$ cat src/rtl/gdo_activation_unit.sv
// gdo_activation_unit: multi-cycle fixed-point activation / derivative engine.
// Signed Q(INT_BITS).(FRAC_BITS) data; modes linear, binary, sigmoid, tanh and
// their derivatives. Sigmoid = 5-term series, bit-serial restoring divide, post.
// Optional macro GDO_ACT_SAT_EN: saturating mul, den accumulation, |a| and the
// tanh shift/subtract. Without it those operations wrap modulo 2^DATA_W.
module gdo_activation_unit #(
    parameter int INT_BITS  = 8,
    parameter int FRAC_BITS = 8,
    parameter int DATA_W    = INT_BITS + FRAC_BITS,
    parameter int TAG_W     = 4
) (
    input  logic                     clk,
    input  logic                     rst_n,
    input  logic                     in_valid,
    output logic                     in_ready,
    input  logic signed [DATA_W-1:0] in_data,
    input  logic [2:0]               in_mode,
    input  logic [TAG_W-1:0]         in_tag,
    output logic                     out_valid,
    input  logic                     out_ready,
    output logic [DATA_W-1:0]        out_data,
    output logic [TAG_W-1:0]         out_tag,
    output logic                     busy
);

    typedef enum logic [2:0] {IDLE, SERIES, DIVIDE, POST, DONE} state_t;

    localparam int CNT_W = $clog2(DATA_W) + 1;
    localparam logic [CNT_W-1:0] SER_LAST = CNT_W'(4);
    localparam logic [CNT_W-1:0] DIV_LAST = CNT_W'(DATA_W - 1);

    localparam logic signed [DATA_W-1:0] ONE     = DATA_W'(1) << FRAC_BITS;
    localparam logic signed [DATA_W-1:0] TWO_ONE = DATA_W'(2) << FRAC_BITS;
    localparam logic signed [DATA_W-1:0] S_MAX   = {1'b0, {(DATA_W-1){1'b1}}};
    localparam logic signed [DATA_W-1:0] S_MIN   = {1'b1, {(DATA_W-1){1'b0}}};

    // Dividend one<<FRAC_BITS, split into the initial remainder (high half)
    // and the bits shifted in during the divide (low half).
    localparam logic [2*DATA_W-1:0] NUM    = (2*DATA_W)'(1) << (2*FRAC_BITS);
    localparam logic [DATA_W-1:0]   NUM_HI = NUM[2*DATA_W-1 -: DATA_W];
    localparam logic [DATA_W-1:0]   NUM_LO = NUM[DATA_W-1:0];

    function automatic logic signed [DATA_W-1:0] sat_add(
        input logic signed [DATA_W-1:0] p,
        input logic signed [DATA_W-1:0] q
    );
`ifdef GDO_ACT_SAT_EN
        logic [DATA_W:0] sum;
        sum = {p[DATA_W-1], p} + {q[DATA_W-1], q};
        if (sum[DATA_W] != sum[DATA_W-1]) return sum[DATA_W] ? S_MIN : S_MAX;
        return sum[DATA_W-1:0];
`else
        return p + q;
`endif
    endfunction

    function automatic logic signed [DATA_W-1:0] sat_sub(
        input logic signed [DATA_W-1:0] p,
        input logic signed [DATA_W-1:0] q
    );
`ifdef GDO_ACT_SAT_EN
        logic [DATA_W:0] dif;
        dif = {p[DATA_W-1], p} - {q[DATA_W-1], q};
        if (dif[DATA_W] != dif[DATA_W-1]) return dif[DATA_W] ? S_MIN : S_MAX;
        return dif[DATA_W-1:0];
`else
        return p - q;
`endif
    endfunction

    // Q-format multiply: full signed product, arithmetic shift by FRAC_BITS.
    function automatic logic signed [DATA_W-1:0] mul(
        input logic signed [DATA_W-1:0] p,
        input logic signed [DATA_W-1:0] q
    );
        logic signed [2*DATA_W-1:0] prod;
        logic signed [2*DATA_W-1:0] shr;
        prod = {{DATA_W{p[DATA_W-1]}}, p} * {{DATA_W{q[DATA_W-1]}}, q};
        shr  = prod >>> FRAC_BITS;
`ifdef GDO_ACT_SAT_EN
        if (shr > $signed({{DATA_W{1'b0}}, S_MAX})) return S_MAX;
        if (shr < $signed({{DATA_W{1'b1}}, S_MIN})) return S_MIN;
`endif
        return DATA_W'(shr);
    endfunction

    function automatic logic signed [DATA_W-1:0] sat_abs(
        input logic signed [DATA_W-1:0] p
    );
`ifdef GDO_ACT_SAT_EN
        if (p == S_MIN) return S_MAX;
`endif
        return p[DATA_W-1] ? -p : p;
    endfunction

    function automatic logic signed [DATA_W-1:0] sat_shl1(
        input logic signed [DATA_W-1:0] p
    );
`ifdef GDO_ACT_SAT_EN
        if (p[DATA_W-1] != p[DATA_W-2]) return p[DATA_W-1] ? S_MIN : S_MAX;
`endif
        return p <<< 1;
    endfunction

    state_t                     state, state_nxt;
    logic [2:0]                 mode_r;
    logic signed [DATA_W-1:0]   a_r, xa, acc, den, s_reg;
    logic [DATA_W-1:0]          rem, quo;
    logic [CNT_W-1:0]           cnt;
    logic                       phase;
    logic                       accept;

    logic signed [DATA_W-1:0]   fast_res, arg, arg_abs, acc_step;
    logic [1:0]                 step_sh;
    logic [DATA_W:0]            div_shift;
    logic                       div_ge;
    logic [DATA_W-1:0]          div_rem;
    logic                       a_pos;
    logic signed [DATA_W-1:0]   s_now, s_sel, post_res;

    assign accept = in_valid && in_ready;

    // Operand decode at accept time: fast results and the sigmoid argument.
    always_comb begin
        fast_res = '0;
        case (in_mode)
            3'd0:    fast_res = in_data;
            3'd1:    fast_res = in_data[DATA_W-1] ? '0 : ONE;
            3'd4:    fast_res = ONE;
            default: fast_res = '0;
        endcase
        arg     = (in_mode == 3'd3) ? sat_shl1(in_data) : in_data;
        arg_abs = sat_abs(arg);
    end

    // Series term and one restoring-divide step.
    always_comb begin
        step_sh = 2'd1;
        case (cnt[1:0])
            2'd0:    step_sh = 2'd1;
            2'd1:    step_sh = 2'd2;
            2'd2:    step_sh = 2'd1;
            default: step_sh = 2'd3;
        endcase
        acc_step  = mul(acc, xa) >>> step_sh;
        div_shift = {rem, quo[DATA_W-1]};
        div_ge    = div_shift >= {1'b0, den};
        div_rem   = div_ge ? DATA_W'(div_shift - {1'b0, den}) : div_shift[DATA_W-1:0];
    end

    // Post-processing: fold sigmoid by sign, then derive the requested mode.
    always_comb begin
        a_pos    = !a_r[DATA_W-1] && (a_r != '0);
        s_now    = a_pos ? ONE - $signed(quo) : $signed(quo);
        s_sel    = phase ? s_reg : s_now;
        post_res = s_sel;
        case (mode_r)
            3'd3:    post_res = sat_sub(sat_shl1(s_sel), ONE);
            3'd6:    post_res = mul(s_sel, ONE - s_sel);
            3'd7:    post_res = ONE - mul(s_sel, s_sel);
            default: post_res = s_sel;
        endcase
    end

    // State register.
    always_ff @(posedge clk) begin
        if (!rst_n) state <= IDLE;
        else        state <= state_nxt;
    end

    // Next-state and handshake outputs.
    always_comb begin
        state_nxt = state;
        in_ready  = 1'b0;
        out_valid = 1'b0;
        busy      = 1'b1;
        case (state)
            IDLE: begin
                in_ready = 1'b1;
                busy     = 1'b0;
                if (in_valid) state_nxt = in_mode[1] ? SERIES : DONE;
            end
            SERIES: if (cnt == SER_LAST) state_nxt = DIVIDE;
            DIVIDE: if (cnt == DIV_LAST) state_nxt = POST;
            POST:   if (!mode_r[2] || phase) state_nxt = DONE;
            DONE: begin
                out_valid = 1'b1;
                in_ready  = out_ready;
                if (out_ready) begin
                    if (in_valid) state_nxt = in_mode[1] ? SERIES : DONE;
                    else          state_nxt = IDLE;
                end
            end
            default: state_nxt = IDLE;
        endcase
    end

    // Datapath: capture on accept, then series, divide and post per state.
    always_ff @(posedge clk) begin
        if (!rst_n) begin
            mode_r   <= '0;
            a_r      <= '0;
            xa       <= '0;
            acc      <= '0;
            den      <= '0;
            s_reg    <= '0;
            rem      <= '0;
            quo      <= '0;
            cnt      <= '0;
            phase    <= 1'b0;
            out_data <= '0;
            out_tag  <= '0;
        end else if (accept) begin
            mode_r  <= in_mode;
            out_tag <= in_tag;
            if (!in_mode[1]) begin
                out_data <= fast_res;
            end else begin
                a_r   <= arg;
                xa    <= arg_abs;
                acc   <= arg_abs;
                den   <= sat_add(TWO_ONE, arg_abs);
                cnt   <= '0;
                phase <= 1'b0;
            end
        end else begin
            case (state)
                SERIES: begin
                    if (cnt != SER_LAST) begin
                        acc <= acc_step;
                        den <= sat_add(den, acc_step);
                        cnt <= cnt + 1'b1;
                    end else begin
                        rem <= NUM_HI;
                        quo <= NUM_LO;
                        cnt <= '0;
                    end
                end
                DIVIDE: begin
                    rem <= div_rem;
                    quo <= {quo[DATA_W-2:0], div_ge};
                    cnt <= cnt + 1'b1;
                end
                POST: begin
                    if (!phase) s_reg <= s_now;
                    phase <= 1'b1;
                    if (!mode_r[2] || phase) out_data <= post_res;
                end
                default: ;
            endcase
        end
    end

endmodule

$ cat config.mk
export PLATFORM = sky130hd
export DESIGN_NAME = gdo_activation_unit
export DESIGN_NICKNAME = d
export VERILOG_FILES = /design/src/rtl/gdo_activation_unit.sv
export SDC_FILE = /design/constraint.sdc
export NUM_CORES = 2
export LEC_CHECK = 0
export CAP_MARGIN = 25
export CORE_ASPECT_RATIO = 0.9
export CORE_UTILIZATION = 45
export CTS_CLUSTER_DIAMETER = 200
export DETAILED_ROUTE_END_ITERATION = 10
export GPL_ROUTABILITY_DRIVEN = 0
export PLACE_DENSITY_LB_ADDON = 0.08
export SLEW_MARGIN = 20
export SYNTH_ARGS = -nofsm -noshare
export SYNTH_HDL_FRONTEND = slang
export SYNTH_SLANG_ARGS = --single-unit
$ cat constraint.sdc
create_clock -name clk -period 12.77 [get_ports clk]
set_input_delay 2.554 -clock clk [delete_from_list [all_inputs] [get_ports clk]]
set_output_delay 2.554 -clock clk [all_outputs]
set_load 0.005 [all_outputs]
# Word-level counts from Yosys, hierarchy flattened
# Cells that the tools add are included.
[totals]
register_bits = 144
inputBits = 27
out_inout_bits = 23
wordCells = 118
[op_classes]
n_addsub = 9
multipliers = 3
n_lt_le_gt_ge = 1
eq_ne = 23
shift = 1
muxes = 43
n_bitwise = 1
reduce_logical = 24
[ops]
columns = ["operator", "n"]
rows = [
  ["$mux W16", 19],
  ["$pmux W16 S3", 2],
  ["$mul A16 B16 Y24", 3],
  ["$pmux W16 S2", 2],
  ["$sub A10 B16 Y16 const A", 3],
  ["$mux W3", 7],
  ["$ge A17 B16 Y1", 1],
  ["$add A11 B16 Y16 const A", 1],
  ["$add A16 B16 Y16", 1],
  ["$ne A2 B2 Y1 const B", 8],
  ["$neg A16 Y16", 1],
  ["$reduce_bool A16 Y1", 1],
  ["$sshr A16 B2 Y16", 1],
  ["$sub A16 B10 Y16 const B", 1],
  ["$sub A16 B16 Y16", 1],
  ["$mux W5", 3],
  ["$pmux W3 S5", 1],
  ["$eq A3 B2 Y1 const B", 4],
  ["$eq A3 B3 Y1 const B", 4],
  ["$pmux W5 S2", 1],
  ["$reduce_bool A2 Y1", 5],
  ["$mux W9", 1],
  ["$reduce_and A3 Y1", 3],
  ["$reduce_and A2 Y1", 4],
  ["19 further kinds", 27],
]

# Logic depth before layout (Yosys ltp)
[depth]
ltp_word = 10
depth_mapped = 39
ltp_nobuf = 37

# Worst setup path after synthesis
# No wires, ideal clock.
[synth_path]
path_kind = "register to register"
from = "register a_r[0]"
to = "register out_data[14]"
setup_ns = 0.086
arrival_ns = 8.878
t_required_ns = 12.684
setup_slack_ns = 3.807
stages_incl_launch_ff = 37
path_buffers = 4
period_less_slack_ns = 8.963
path_cell_list = "dfxtp_1 -> nor4_1 -> a41oi_1 -> buf_2 -> mux2_1 -> a21boi_1 -> clkbuf_1 -> buf_1 -> ha_1 -> and3_1 -> and3_1 -> nand3_1 -> a21oi_1 -> ha_1 -> clkbuf_1 -> nand2b_1 -> fa_1 -> inv_1 -> fa_1 -> fa_1 -> fa_1 -> fa_1 -> inv_1 -> fa_1 -> inv_1 -> ha_1 -> o21a_1 -> or2_2 -> a31o_2 -> a41oi_1 -> nor2b_1 -> o21a_1 -> o21a_1 -> or2_1 -> a22oi_1 -> nor2_1 -> a211oi_1"
[synth_between]
elab_chain_len = 10
word_cells_on_any_way = 13
cone_classes = "add/sub: 3; mul: 2; mux: 6; reduce/logical: 2"
[synth_lines]
columns = ["element", "line_no", "source"]
rows = [
  ["start: declaration", "107", "logic signed [DATA_W-1:0] a_r, xa, acc, den, s_reg;"],
  ["start signal: assignment", "219", "a_r <= arg;"],
  ["$reduce_bool A16 Y1 *", "153", "a_pos = !a_r[DATA_W-1] && (a_r != '0);"],
  ["$logic_and A1 B1 Y1 *", "153", ""],
  ["$mux W16 *", "154", "s_now = a_pos ? ONE - $signed(quo) : $signed(quo);"],
  ["$mux W16 *", "n/a", ""],
  ["$mul A16 B16 Y24 / $sub A10 B16 Y16 (equally long branches)", "78, 159", ""],
  ["$sub A10 B16 Y16 / $mul A16 B16 Y24 (equally long branches)", "160, 78", ""],
  ["$pmux W16 S3 *", "157", "case (mode_r)"],
  ["$mux W16 *", "247", "if (!mode_r[2] || phase) out_data <= post_res;"],
  ["$mux W16 *", "227", "case (state)"],
  ["$mux W16 *", "213", "end else if (accept) begin"],
  ["end signal: assignment", "217", "out_data <= fast_res;"],
  ["end signal: assignment", "247", ""],
  ["end: declaration", "21", "output logic [DATA_W-1:0] out_data,"],
]
# Every way passes the cells marked *; elsewhere a longest branch is shown, timed or not. The select of a mux whose other input is x is not followed.
# A chain may end at the register's enable or synchronous reset.

# Worst setup path in the final report
# Same ends and word-level chain as after synthesis.

==> flow_summary.ini <==
[final_layout]
area_growth_pct = 6.66
nets = 4529
layout_common_cells = 796 x inv_1, 538 x fa_1, 403 x nand2_1, 287 x nor2_1, 266 x ha_1
design_area_mm2 = 0.0329
final_common_cell = inv_1
fillers = 6642
drive_gt1_share_pct = 3.67
fin_util_pct = 48.8
finalNonFillerCells = 4585
multi_input_area_mm2 = 0.0244
seq_area_mm2 = 0.00286

[sta]
max_freq_mhz = 96.7
setup_viol = 0
tns_ns = 0
fin_crit_ns = 10.35
hold_violations = 0
maxSlewHeadroom_pct = 34.5
period_share_pct = 81.0
worst_pin_slew_ns = 0.977
rsz0062_at_grt = false
fin_skew_ns = 0.0151
drv_slew = 0

[die]
ios = 50
std_cell_rows = 90
initial_utilization_pct = 45.8
core_mm2 = 0.0675
die_h_um = 250
die_w_um = 278
fp.dieArea_mm2 = 0.0697

[global_route]
grt_pass1_wl_mm = 144
grt_max_degree = 65
grt_usage_pct = 26.7
antenna_found_initial = 2
grt_remaining_overflow = 0
grt_pass1_vias = 24900

[hold_path]
hp-class = reg -> reg
hold_path.startpoint = s_reg[3]

[cts]
cts_post_setup_buffers_inserted = 0
clk_path_buf_depth = 2
cts_sinks = 143
cts_hold_buffers = 0
cts_max_level = 4
root_buffer = clkbuf_16
cts_tree = built
cts_resized = 0
cts.clk_slew.worst_paths_ns = 0.07
cts_buffers = 17
clkLatencyLatePin_ns = 0.45

[critical_path]
startpoint = a_r[0]
reg2reg_from = a_r[0]
worstSetupPathType = reg -> reg
cp_common_cell = fa_1
path_max_fanout = 21
crit_slowest_cell = nor4_1
critPathLaunchType = flop
critPathMaxStageDelay_ns = 0.76
crit_buf_inv = 4
crit_family = adder cells
required_ns = 13.14
cp_data_arrival_time_ns = 10.72
cp-end-kind = flop

[logic_synthesis]
synth_ff_type = dfxtp_1
async_reset_ff_share_pct = 0
synth.cell_area_mm2 = 0.0309
avgSynthCellArea_um2 = 8.25
ys_seq_area_share_pct = 9.27
synth_edf_count = 0
synth_cell_types = 84
syn_nets = 4575
ys_warn_count = 0
ys_seq_elements = 143
netlist_instances = 3744

[route]
dr.first_iter.drc_count = 1695
wl_per_cell_um = 19.3
ant_nets = 0
drc = 0
viasPerCell = 5.33
vias = 24400
drt_pass1_iterations = 7
wl_mm = 88.7

[power_and_ir_drop]
leakage_nw = 15.5
p_int_w = 0.00215
p_comb_share_pct = 74.2
clock_power_share_pct = 10.7
peakVddDrop_mv = 0.147
powerDensity_mw_per_mm2 = 140
p_seq_share_pct = 15.1
switching_share_pct = 53.6
switchingPower_w = 0.00248

[placement]
dp_cells = 4551
port_buffers = 49
dpl.hpwl_mm = 69.8
placed_cell_area_mm2 = 0.0323

[job]
cap_violations = 0

[run_status]
status = complete, no violations
## worst paths after layout
path / depth (start not counted) / slack, ns / endpoint
worst min-delay path: 2 / 0.45 / s_reg[3]
worst max-delay path: 34 / 2.42 / out_data[14]
worst min register to register: 2 / 0.45 / s_reg[3]
worst max register to register: 34 / 2.42 / out_data[14]
## worst register-to-register path, delay by kind of cell, from the launching register on
kind,cells,cell delay (ns)
adder cells (fa/ha/maj),8,3.55
AO/OA/AOI/OAI,10,2.34
AND/OR/NAND/NOR,10,2.28
XOR/XNOR,1,0.71
flip-flops,1,0.51
buffers and inverters,4,0.48
multiplexers,1,0.42
## power by group through the flow
stage               sequential (W)  combinational, W  clock [W]
floorplan                 0.000600           0.00244          0
global placement          0.000705           0.00337          0
detailed placement        0.000704           0.00337          0
CTS                       0.000695           0.00340   0.000501
global route              0.000711           0.00383   0.000522
finish                    0.000698           0.00343   0.000494
## cell type report
class	instances	area share, %
Antenna cell	2	0.0152
Clock buffer	19	1.38
Clock inverter	11	0.331
Inverter	803	9.16
Multi-Input combinational cell	2616	74.1
Sequential cell	143	8.69
Tap cell	874	3.32
Timing Repair Buffer	117	3.05
## routing by layer
layer | vias up | global-route usage [%] | wire length, µm
li1 | 11500 | - | -
met1 | 12000 | 41.1 | 43300
met2 | 796 | 39.2 | 37300
met3 | 91 | 4.39 | 6660
met4 | 0 | 5.02 | 1350
met5 | - | 0 | 0
## cells by family after synthesis
kind of cell | after synthesis | synth area share, %
buf+inv | 985 | 12.0
fa+ha+maj | 804 | 45.7
simple gates | 1093 | 16.4
compound gates | 528 | 11.0
xor+xnor | 160 | 4.54
mux | 31 | 1.03
flops | 143 | 9.27
## cells in the mapped netlist (7+ instances only)
cell type  count  area share, %
a211oi_1      35           0.85
a21o_1        22           0.53
a21oi_1      158            2.6
a221oi_1      13           0.37
a22o_1         8           0.23
a22oi_1       18           0.44
a311oi_1      13           0.37
a31oi_1       17           0.34
and2_1       104            2.1
and3_1        14           0.28
buf_1          8          0.097
clkbuf_1     167            2.0
dfxtp_1      143            9.3
fa_1         538             35
ha_1         266             11
inv_1        796            9.7
mux2i_1       25           0.81
nand2_1      404            4.9
nand2b_1     118            2.4
nand3_1       32           0.52
nand4_1       12           0.24
nor2_1       287            3.5
nor2b_1       15           0.30
nor3_1        43           0.70
nor4_1        14           0.28
o211ai_1      19           0.46
o21a_1        25           0.61
o21ai_0      116            1.9
o21ai_1        7           0.11
o21bai_1       8           0.19
o31ai_1       11           0.27
or3_1         15           0.30
xnor2_1      116            3.3
xor2_1        44            1.2
## per-stage QoR
step,hold WS [ns],power [W],worst slack (ns)
after floorplan,0.431,0.00304,3.81
after global routing,0.476,0.00506,1.91
final,0.452,0.00462,2.42
after CTS,0.453,0.00460,2.23
after global placement,0.443,0.00407,2.34
after detailed placement,0.444,0.00407,2.25
Power figures use the tool's default switching activity.
